===== src/rtl/alu_exec_unit.sv =====
// alu_exec_unit: multi-cycle ALU with valid/ready handshakes and serial one-bit-per-cycle shifts
module alu_exec_unit #(
    parameter int WIDTH = 32
) (
    input  logic             clk,
    input  logic             rst,
    input  logic             in_valid,
    output logic             in_ready,
    input  logic [2:0]       ALUControl,
    input  logic [WIDTH-1:0] SrcA,
    input  logic [WIDTH-1:0] SrcB,
    output logic             out_valid,
    input  logic             out_ready,
    output logic [WIDTH-1:0] ALUResult,
    output logic             Zero
);
    localparam int SW = $clog2(WIDTH);
    localparam logic [1:0] IDLE = 2'd0, SHIFT = 2'd1, DONE = 2'd2;

    logic [1:0]       state;
    logic             right;
    logic [SW-1:0]    cnt;
    logic [WIDTH-1:0] work, nxt_work, alu_res;
    logic [SW-1:0]    shamt;
    logic             accept, is_shift;

    assign shamt     = SrcB[SW-1:0];
    assign in_ready  = state == IDLE;
    assign out_valid = state == DONE;
    assign accept    = in_valid & in_ready;
    assign is_shift  = ALUControl[2:1] == 2'b11;
    assign nxt_work  = right ? work >> 1 : work << 1;

    // Shift ops only reach this path with shamt==0, where the result is SrcA unchanged
    always_comb begin
        alu_res = ALUControl == 3'b000 ? SrcA + SrcB :
                  ALUControl == 3'b001 ? SrcA - SrcB :
                  ALUControl == 3'b010 ? SrcA & SrcB :
                  ALUControl == 3'b011 ? SrcA | SrcB :
                  ALUControl == 3'b100 ? SrcA ^ SrcB :
                  ALUControl == 3'b101 ? {{(WIDTH-1){1'b0}}, $signed(SrcA) < $signed(SrcB)} :
                  SrcA;
    end

    always_ff @(posedge clk) begin
        if (rst) begin
            state     <= IDLE;
            right     <= 1'b0;
            cnt       <= '0;
            work      <= '0;
            ALUResult <= '0;
            Zero      <= 1'b0;
        end else begin
            case (state)
                IDLE: if (accept) begin
                    if (is_shift && shamt != '0) begin
                        work  <= SrcA;
                        cnt   <= shamt;
                        right <= ALUControl[0];
                        state <= SHIFT;
                    end else begin
                        ALUResult <= alu_res;
                        Zero      <= alu_res == '0;
                        state     <= DONE;
                    end
                end
                SHIFT: begin
                    work <= nxt_work;
                    cnt  <= cnt - SW'(1);
                    if (cnt == SW'(1)) begin
                        ALUResult <= nxt_work;
                        Zero      <= nxt_work == '0;
                        state     <= DONE;
                    end
                end
                DONE: if (out_ready) state <= IDLE;
                default: state <= IDLE;
            endcase
        end
    end
endmodule

===== config.mk =====
export PLATFORM = sky130hd
export DESIGN_NAME = alu_exec_unit
export DESIGN_NICKNAME = d
export VERILOG_FILES = /design/src/rtl/alu_exec_unit.sv
export SDC_FILE = /design/constraint.sdc
export NUM_CORES = 1
export LEC_CHECK = 0
export ABC_CLOCK_PERIOD_IN_PS = 3540
export BUFFER_PORTS_ARGS = -buffer_cell sky130_fd_sc_hd__buf_2
export CORE_ASPECT_RATIO = 1.1
export CORE_MARGIN = 2
export CORE_UTILIZATION = 55
export CTS_CLUSTER_SIZE = 24
export DETAILED_ROUTE_END_ITERATION = 8
export GPL_TIMING_DRIVEN = 0
export PLACE_DENSITY_LB_ADDON = 0.15
export SKIP_LAST_GASP = 1
export SLEW_MARGIN = 20
export SYNTH_ARGS = -nofsm -noshare
export SYNTH_HDL_FRONTEND = slang
export SYNTH_SLANG_ARGS = --single-unit

===== constraint.sdc =====
create_clock -name clk -period 3.54 [get_ports clk]
set_input_delay 0.354 -clock clk [delete_from_list [all_inputs] [get_ports clk]]
set_output_delay 0.354 -clock clk [all_outputs]
set_load 0.01 [all_outputs]

==> reports/summary.txt <==
status = finished, violations left
failing checks = setup timing
skew final = 0.00597 ns
Final GP Congestion = 1.08
Placed Instance Area = 10,300 sq um
Mapped Area = 9520 sq um
fmax = 0.274 GHz
Tot Pwr = 3.67 mW
Nets = 1,684
initial antenna violation count = 0
Synth Instances = 1,379
root buf cell = clkbuf_16
Area growth, synth to finish = 18.5%
number of instances in the placed design = 1,718
TritonRoute pass-1 iters = 6
final std cells w/o fill = 1,752
WP data required = 3.80 ns
Pins Over Slew Limit = 0
FFs w/ async S/R, synth = 0%
crit-path max FO = 10
Vias/cell = 6.86
CTS tree = yes
via count = 12,000
syn avg cell area = 6.91 sq um
class of the tightest hold or removal check = in -> reg
clk sinks = 73
Leakage = 4.68 nW
top cell type's share of synthesized area = 15.3%
global-route wire length before repair = 62.2 mm
Starting Density = 56.0%
die area = 18,400 sq um
top area cells in the synthesized netlist = dfxtp_1 15%, ha_1 13%, a21oi_1 7.5%
Final Hold Fails = 0
Worst EP arrival = 3.91 ns
WL/cell = 23.9 um
Global Route Usage Sum = 44.1%
WS Path Type = in -> reg
cell row count = 50
Clock Latency Late Sink = 0.34 ns
die width = 129 um
worst-case reg-to-reg path depth = 8
diode count = 0
vias in the first global route = 10,800
Synth area leader = dfxtp_1
Core Box Area = 17,000 sq um
DRT iter0 DRCs = 1,995
Tmin final = 3.65 ns
final wirelength = 41.9 mm
# DRC = 0
worst slack, placed = -0.945 ns
hpwl dp = 32.0 mm
register area share after synthesis = 15.3%
fin crit share = 103%
number of fill cells = 1,619
TritonCTS Buffers = 9
GRT overflow = 0
Setup crit end = Zero$_SDFFE_PP0P_
reg2reg start = right$_SDFFE_PP0P_
number of synthesized register bits = 73
Antenna Nets Post-Route = 0
H-tree depth = 3
RSZ-0062 raised after global routing = yes
Setup Viol. Count Final = 1
Yosys cell types = 95
type of origin of the critical path = primary input
max-cap check violation count = 0
max_slew headroom = 40.1%
Post-synth EDFFs = 0
top cells by count, synth = 190 x nor2_1, 143 x a21oi_1, 108 x inv_1, 98 x ha_1, 97 x nand2_1
reg2reg end = ALUResult[30]$_SDFFE_PP0P_
IO buf count = 105
Die Ht = 142 um
clock transition at the registers of the reported paths = 0.06 ns
Post-Synthesis Net Count = 1,550
most frequent cell after synthesis = nor2_1
Main synth FF type = dfxtp_1
crit path launch = ALUControl[2]
Max IR drop VDD = 0.287 mV
Worst-Margin Slew = 0.898 ns
setup slack, reg-to-reg = 0.16 ns
final setup margin = -0.107 ns
I/O pin count = 106
layout cells sized above 1 = 17.3%
Yosys Warn Count = 0
power density cells = 326 nW/um^2
clock buffer depth = 2
Finished Cell Area = 11,300 sq um
largest net degree at the start of global routing = 14
Crit. End Element = flop
==> cell families (layout without fill, tap and decap cells) <==
kind of cell             after synthesis  count (layout)  share of synthesized area, %
adder cells (fa/ha/maj)              100             100                          13.3
AND/OR/NAND/NOR                      459             459                          22.6
AO/OA/AOI/OAI                        492             492                          35.2
flip-flops                            73              73                          15.3
buffers and inverters                209             348                          8.72
multiplexers                          41              41                          4.38
XOR/XNOR                               5               5                         0.460
==> worst min-delay path by stage <==
stage | from | to | slack (ns) | cells after the start
after floorplan | ALUResult[28]$_SDFFE_PP0P_ | ALUResult[28]$_SDFFE_PP0P_ | 0.48 | 2
after global placement | ALUResult[18]$_SDFFE_PP0P_ | ALUResult[18]$_SDFFE_PP0P_ | 0.44 | 2
after detailed placement | ALUResult[2]$_SDFFE_PP0P_ | ALUResult[2]$_SDFFE_PP0P_ | 0.44 | 2
after CTS | SrcA[3] | work[3]$_SDFFE_PP0P_ | 0.33 | 3
after global routing | SrcA[3] | work[3]$_SDFFE_PP0P_ | 0.36 | 3
final | out_ready | state[1]$_SDFFE_PP0P_ | 0.33 | 4
==> power by group <==
part | switching [mW] | total [mW] | internal [mW] | leakage [nW]
Clock | 0.363 | 1.07 | 0.710 | 0.169
Sequential | 0.0382 | 0.917 | 0.878 | 0.596
Combinational | 1.10 | 1.68 | 0.589 | 3.91
==> through the flow <==
step	TNS, ns	utilization [%]	hold WS (ns)
final	-0.107	66.3	0.335
after global routing	-0.833	66.3	0.358
after CTS	-0.0391	64.2	0.330
after detailed placement	-11.67	60.8	0.442
after global placement	-11.51	60.8	0.436
after floorplan	0	-	0.476
==> per-layer routing <==
| layer | part of all wire, % | vias to the layer above | global-route usage, % |
|---|---|---|---|
| met3 | 13 | 252 | 10.2 |
| met5 | 0 | - | 0 |
| met2 | 42 | 977 | 69.3 |
| met4 | 6.8 | 0 | 22.5 |
| li1 | - | 5329 | - |
| met1 | 38 | 5468 | 56.4 |
==> placed cells by master, fill, tap and decap left out, drive strengths merged, types with 34 or more instances in the layout <==
cell    Yosys  layout
nor3       51      51
dfxtp      73      73
clkbuf     74      84
ha         98      98
o21ai      92      92
a221oi     34      34
inv       108     107
buf        26     149
nor2      190     190
a21oi     144     144
nand2      97      97
mux2i      36      36
==> timing repair <==
action | CTS | global route
setup endpoints to repair | 18 | 21
setup buffers | 7 | 13
hold buffers | 0 | 0
pin swaps | 10 | 28
resized for setup | 39 | 64
==> registers in the layout, indices dropped and copies added (netlist names) <==
register and cells:
right 1, cnt 5, work 32, ALUResult 32, state 2, Zero 1
==> worst max-delay path: stages <==
cell and delay [ns]:
buf_2 0.11, clkbuf_1 0.23, nor3_4 0.49, clkbuf_1 0.67, buf_1 0.66, and2_1 0.23, o211ai_1 0.27, nand3b_1 0.27
nor4_2 0.25, nand4b_1 0.14, o31ai_2 0.22
==> final cells by class <==
cell class | instances | area [sq um] | share of cell area (%)
clock buffer | 10 | 239 | 2.12
sequential | 73 | 1460 | 13.0
buffer | 98 | 444 | 3.94
timing repair buffer | 125 | 687 | 6.09
tap | 234 | 293 | 2.59
multi-input combinational | 1097 | 7630 | 67.6
clock inverter | 6 | 115 | 1.02
inverter | 109 | 415 | 3.68
(Power assumes the default switching activity.)
